<file path="src/rtl/iter_multiplier_pkg.sv">
// Shared codes for the iterative multiplier: accumulate modes and FSM states.
package iter_multiplier_pkg;

    localparam logic [1:0] ACC_NONE = 2'b00;
    localparam logic [1:0] ACC_ADD  = 2'b01;
    localparam logic [1:0] ACC_SUB  = 2'b10;

    typedef enum logic [1:0] {
        MULT_IDLE = 2'b00,
        MULT_CALC = 2'b01,
        MULT_FIX  = 2'b10
    } mult_state_e;

endpackage

</file>
<file path="src/rtl/iter_multiplier_mult_step.sv">
// One shift-add iteration: adds BITS_PER_CYCLE partial products to the running product.
// Combinational, zero latency; no flow control.
module iter_multiplier_mult_step #(
    parameter int WIDTH          = 32,
    parameter int BITS_PER_CYCLE = 2
) (
    input  logic [2*WIDTH-1:0]        prod_i,
    input  logic [2*WIDTH-1:0]        mcand_i,
    input  logic [BITS_PER_CYCLE-1:0] bits_i,
    output logic [2*WIDTH-1:0]        prod_o
);

    always_comb begin
        prod_o = prod_i;
        for (int i = 0; i < BITS_PER_CYCLE; i++) begin
            if (bits_i[i]) begin
                prod_o = prod_o + (mcand_i << i);
            end
        end
    end

endmodule

</file>
<file path="src/rtl/iter_multiplier.sv">
// Multi-cycle shift-add multiplier with sign fix-up and HI/LO accumulate.
// Latency WIDTH/BITS_PER_CYCLE + 2 cycles to done; start ignored while busy, cancel aborts.
module iter_multiplier
    import iter_multiplier_pkg::*;
#(
    parameter int WIDTH          = 32,
    parameter int BITS_PER_CYCLE = 2
) (
    input  logic                 clk,
    input  logic                 rst,
    input  logic                 start,
    input  logic                 cancel,
    input  logic                 signed_op,
    input  logic [1:0]           acc_mode,
    input  logic [WIDTH-1:0]     operand_1,
    input  logic [WIDTH-1:0]     operand_2,
    input  logic [2*WIDTH-1:0]   acc_in,
    output logic                 busy,
    output logic                 done,
    output logic [2*WIDTH-1:0]   result
);

    localparam int PW    = 2 * WIDTH;
    localparam int STEPS = WIDTH / BITS_PER_CYCLE;
    localparam int CNT_W = $clog2(STEPS + 1);
    localparam logic [CNT_W-1:0] LAST_STEP = CNT_W'(STEPS - 1);

    generate
        if (WIDTH % BITS_PER_CYCLE != 0) begin : g_bad_cfg
            $error("iter_multiplier: WIDTH must be a multiple of BITS_PER_CYCLE");
        end
    endgenerate

    mult_state_e        state_q;
    logic [PW-1:0]      mcand_q;
    logic [WIDTH-1:0]   mplier_q;
    logic [PW-1:0]      prod_q;
    logic [PW-1:0]      prod_d;
    logic [PW-1:0]      acc_q;
    logic [1:0]         acc_mode_q;
    logic               neg_q;
    logic [CNT_W-1:0]   cnt_q;
    logic               busy_q;
    logic               done_q;
    logic [PW-1:0]      result_q;

    logic [WIDTH-1:0]   mag1;
    logic [WIDTH-1:0]   mag2;
    logic [PW-1:0]      fixed_p;
    logic [PW-1:0]      result_d;

    // Negating the most negative value wraps back to itself, which read unsigned is exactly 2^(W-1).
    assign mag1 = (signed_op && operand_1[WIDTH-1]) ? -operand_1 : operand_1;
    assign mag2 = (signed_op && operand_2[WIDTH-1]) ? -operand_2 : operand_2;

    always_comb begin
        fixed_p = neg_q ? -prod_q : prod_q;
        case (acc_mode_q)
            ACC_NONE: result_d = fixed_p;
            ACC_ADD:  result_d = acc_q + fixed_p;
            ACC_SUB:  result_d = acc_q - fixed_p;
            default:  result_d = fixed_p;
        endcase
    end

    iter_multiplier_mult_step #(
        .WIDTH          (WIDTH),
        .BITS_PER_CYCLE (BITS_PER_CYCLE)
    ) u_step (
        .prod_i  (prod_q),
        .mcand_i (mcand_q),
        .bits_i  (mplier_q[BITS_PER_CYCLE-1:0]),
        .prod_o  (prod_d)
    );

    always_ff @(posedge clk) begin
        if (!rst) begin
            state_q    <= MULT_IDLE;
            mcand_q    <= '0;
            mplier_q   <= '0;
            prod_q     <= '0;
            acc_q      <= '0;
            acc_mode_q <= ACC_NONE;
            neg_q      <= 1'b0;
            cnt_q      <= '0;
            busy_q     <= 1'b0;
            done_q     <= 1'b0;
            result_q   <= '0;
        end else begin
            done_q <= 1'b0;
            case (state_q)
                MULT_IDLE: begin
                    if (start && !cancel) begin
                        state_q    <= MULT_CALC;
                        busy_q     <= 1'b1;
                        mcand_q    <= {{WIDTH{1'b0}}, mag1};
                        mplier_q   <= mag2;
                        neg_q      <= signed_op & (operand_1[WIDTH-1] ^ operand_2[WIDTH-1]);
                        acc_mode_q <= acc_mode;
                        acc_q      <= acc_in;
                        prod_q     <= '0;
                        cnt_q      <= '0;
                    end
                end
                MULT_CALC: begin
                    if (cancel) begin
                        state_q <= MULT_IDLE;
                        busy_q  <= 1'b0;
                    end else begin
                        prod_q   <= prod_d;
                        mcand_q  <= mcand_q << BITS_PER_CYCLE;
                        mplier_q <= mplier_q >> BITS_PER_CYCLE;
                        cnt_q    <= cnt_q + 1'b1;
                        if (cnt_q == LAST_STEP) begin
                            state_q <= MULT_FIX;
                        end
                    end
                end
                MULT_FIX: begin
                    state_q <= MULT_IDLE;
                    busy_q  <= 1'b0;
                    if (!cancel) begin
                        result_q <= result_d;
                        done_q   <= 1'b1;
                    end
                end
                default: begin
                    state_q <= MULT_IDLE;
                    busy_q  <= 1'b0;
                end
            endcase
        end
    end

    assign busy   = busy_q;
    assign done   = done_q;
    assign result = result_q;

endmodule

</file>
<file path="config.mk">
export PLATFORM = sky130hd
export DESIGN_NAME = iter_multiplier
export DESIGN_NICKNAME = d
export VERILOG_FILES = /design/src/rtl/iter_multiplier_pkg.sv /design/src/rtl/iter_multiplier_mult_step.sv /design/src/rtl/iter_multiplier.sv
export SDC_FILE = /design/constraint.sdc
export NUM_CORES = 1
export LEC_CHECK = 0
export BUFFER_PORTS_ARGS = -buffer_cell sky130_fd_sc_hd__buf_2
export CORE_AREA = 2 2 340 342
export DETAILED_ROUTE_END_ITERATION = 10
export DIE_AREA = 0 0 342 344
export SYNTH_ARGS = -nofsm -noshare
export SYNTH_HDL_FRONTEND = slang
export SYNTH_SLANG_ARGS = --single-unit
</file>
<file path="constraint.sdc">
create_clock -name clk -period 7.2 [get_ports clk]
set_input_delay 0 -clock clk [delete_from_list [all_inputs] [get_ports clk]]
set_output_delay 0 -clock clk [all_outputs]
set_load 0.005 [all_outputs]
</file>
==> metrics.md <==
| Metric | Value |
|---|---|
| Synth Flop Type | dfxtp_1 |
| Clock Power Share | 34.1% |
| Clock Root Buffer | clkbuf_16 |
| Status | finished, violations left |
| Main combinational cell family by area after synthesis | compound AO/OA/AOI/OAI gates |
| Layout filler cell count | 12350 |
| Diodes inserted | 0 |
| RSZ-0062 raised after global routing | true |
| Post-synthesis net count | 4139 |
| Final period util | 94.37% |
| Sequential Power Share | 30.7% |
| Worst vdd ir | 0.0001217 V |
| Crit-path slowest cell | dfxtp_1 |
| Area share of the largest cell type after synthesis | 21.18% |
| Distinct cell type count after synthesis | 93 |
| Hold path start | operand_1[20] |
| Final Util | 29.40% |
| Worst min path class | in2reg |
| Power per cell area | 172.2 nW/µm² |
| Mux cell area share after synthesis | 3.225% |
| Crit. End Element | flip-flop |
| DP HPWL | 76910 µm |
| Wire per inst | 18.47 µm |
| GRT overflow | 0 |
| Final number of setup-violating endpoints | 0 |
| WL final | 102200 µm |
| Vias/cell | 5.234 |
| Slew margin rel. | 21.47% |
| Max Fclk | 0.1472 GHz |
| Synth warnings | 0 |
| Leading area contributor after synthesis | dfxtp_1 |
| Height of the chip | 344 µm |
| Start of the worst register-to-register path | prod_q[18] |
| First-pass GRT wire length | 158200 µm |
| Post-synth EDFFs | 0 |
| Actual slew at the worst max-slew pin | 1178 ps |
| DP Area | 30920 µm² |
| Crit path max-delay family | compound AO/OA/AOI/OAI gates |
| Post-synthesis compound-gate area fraction | 29.79% |
| Worst EP arrival | 7260 ps |
| Internal | 3.664 mW |
| Hold_ws | -7.666 ps |
| Clk buf depth | 3 |
| Final Hold Vio Count | 1 |
| Nets@finish | 4331 |
| Placement Rows | 124 |
| Worst Hold Depth | 5 |
| Lkg Pwr | 14.27 nW |
| Placer congestion estimate | 0.9496 |
| Area delta synth->final | 18.04% |
| Synth area leaders | dfxtp_1 (21%), ha_1 (8.6%), xnor2_1 (6.3%) |
| Synthesized flop and latch total | 300 |
| Post-route design area | 33480 µm² |
| H-tree depth | 2 |
| Vias | 28977 |
| Ys async rst share | 0% |
| IO Pins | 201 |
| Largest net degree at the start of global routing | 192 |
| Layout cells sized above 1 | 11.33% |
| NetSw | 2.100 mW |
| CTS tree | yes |
| R2R cell count | 25 |
| GRT Overall Usage | 16.76% |
| Clock Skew | 28.02 ps |
| Min Tclk post-route | 6795 ps |
| WHS Endpoint | mcand_q[20] |
| Syn_area_per_cell | 7.451 µm² |
| Post-Synth Simple-Gate Area | 21.74% |
| Post-Synth XOR/XNOR Area | 10.99% |
| WS Path Type | reg2reg |
| Buffers on Ports | 200 |
| CP Launch Type | flip-flop |
| Maximum fanout along the worst path | 9 |
| Core footprint | 113900 µm² |
| Synth Area in Adders | 8.815% |
| Switching power share of the total | 36.43% |
| Vias in the first global route | 27190 |
| Starting Density | 24.90% |
| Die W | 342 µm |
| Cell count after synthesis | 3806 |
| Most frequent cells in the layout | nand2_1 (455), a21oi_1 (350), dfxtp_1 (297) |
| Max-capacitance violation count | 0 |
| # clock sinks | 300 |
| Violated checks | negative hold slack |
| R2r setup slk | 410 ps |
| Logic pwr share | 35.2% |
| Register area share after synthesis | 21.18% |
| Pre-antenna DRT Iters | 5 |
| Max incr delay on CP | 610 ps |
| Cts bufs inserted | 36 |
| Worst-path clk slew | 60 ps |
| Setup TNS | 0 ps |
| Skew-Pair Late Insertion Delay | 600 ps |
| Die ar. | 117600 µm² |
| CP Buf/Inv Count | 2 |
| Antenna-violating nets left | 0 |
| Commonest non-fill, non-tap cell in the layout | nand2_1 |
| DRT iter0 DRCs | 2425 |
| Final Max Slew Viols | 0 |
| WP data required | 7660 ps |
| Drt drc | 0 |
| Crit Reg-Reg Endpoint | prod_q[60] |
| Initial antenna violation count | 4 |
| Mapped Area | 28360 µm² |
==> routing by layer <==
metal  GRT usage [%]  wire [µm]  share of wire, %  vias up
met5               0         38             0.037        -
met4           5.007       3098               3.0        6
met3           1.780       5595               5.5      152
met2           27.61      46320                45      879
met1           22.97      47170                46    13694
li1                -          -                 -    14246
==> what timing repair did <==
| action | in CTS | in global routing |
|---|---|---|
| gates resized for setup | 0 | 15 |
| endpoints found under the setup margin | 0 | 17 |
| buffers inserted | 0 | 3 |
| hold endpoints to repair | 153 | 0 |
| hold buffers | 124 | 0 |
==> area by class of cell <==
class                           instances  area [µm²]  share of cell area [%]
Clock buffer                           44       982.2                   2.934
Clock inverter                         20       236.5                  0.7064
Inverter                               74       277.8                  0.8297
Multi-Input combinational cell       3190       21260                   63.52
Sequential cell                       300        6010                   17.95
Tap cell                             1512        1892                   5.651
Timing Repair Buffer                  396        2814                   8.406
==> flip-flops by register name (all words and copies together) (netlist names) <==
| name | flops |
|---|---|
| result | 64 |
| mplier_q | 32 |
| cnt_q | 5 |
| mcand_q | 64 |
| state_q | 2 |
| busy | 1 |
| neg_q | 1 |
| prod_q | 64 |
| done | 1 |
| acc_mode_q | 2 |
| acc_q | 64 |
==> Yosys cell counts (all sizes together), types with 49 or more instances <==
library cell  number
nand3             66
xnor2            205
dfxtp            300
nor2b            144
a21boi           104
xor2             150
clkbuf           213
nand2            457
o21ai            206
a211oi            81
ha               195
a31oi             49
o211ai            50
inv               73
mux2              59
nor3              66
nor2             285
a21oi            351
a21o             113
==> logic make-up after synthesis <==
kind of cell | count (synthesis)
adders and majority gates | 198
AOI/OAI and AO/OA | 1272
buffers and inverters | 316
xor gates and xnor gates | 355
and+or+nand+nor | 1281
DFF | 300
muxes | 84
==> worst max path at each step <==
stage	from	depth (start not counted)	slack (ps)	endpoint
global route	prod_q[1]	26	-9	result[62]
global placement	prod_q[1]	26	200	result[62]
floorplan	prod_q[1]	28	1000	result[62]
CTS	prod_q[1]	26	150	result[62]
finish	prod_q[18]	25	410	prod_q[60]
detailed placement	prod_q[1]	26	190	result[62]
==> stage by stage <==
step | power, mW | instances | worst slack (ps)
3_3_place_gp | 3.752 | 5345 | 195.6
5_1_grt | 6.057 | 5536 | -9.194
2_1_floorplan | 3.223 | 3806 | 996.4
6_report | 5.763 | 5536 | 405.2
4_1_cts | 5.774 | 5533 | 150.2
3_5_place_dp | 3.734 | 5345 | 189.0
==> worst reg2reg max path: stages, from the launching register on <==
cell,delay (ps)
dfxtp_1,610
ha_1,390
a2111oi_1,610
o2111ai_1,280
nand2_1,110
a21boi_0,250
o21bai_1,150
a21oi_1,360
o21ai_0,280
a21oi_1,240
xnor2_1,80
mux2_2,290
ha_1,410
nand2_1,100
nor3_1,260
nand2_1,90
a2111oi_0,480
buf_4,200
o21ai_0,150
o21ai_0,270
buf_4,160
a31oi_1,120
o21bai_1,190
xor2_1,120
a222oi_1,380
nor3b_1,90
==> power groups by stage <==
stage	sequential (mW)	combinational (mW)	clock, mW
after floorplan	1.77	1.46	0
after global placement	1.80	1.95	0
after detailed placement	1.80	1.93	0
after CTS	1.77	2.00	2.01
after global routing	1.77	2.23	2.06
final	1.77	2.03	1.96
(Power assumes the default switching activity.)
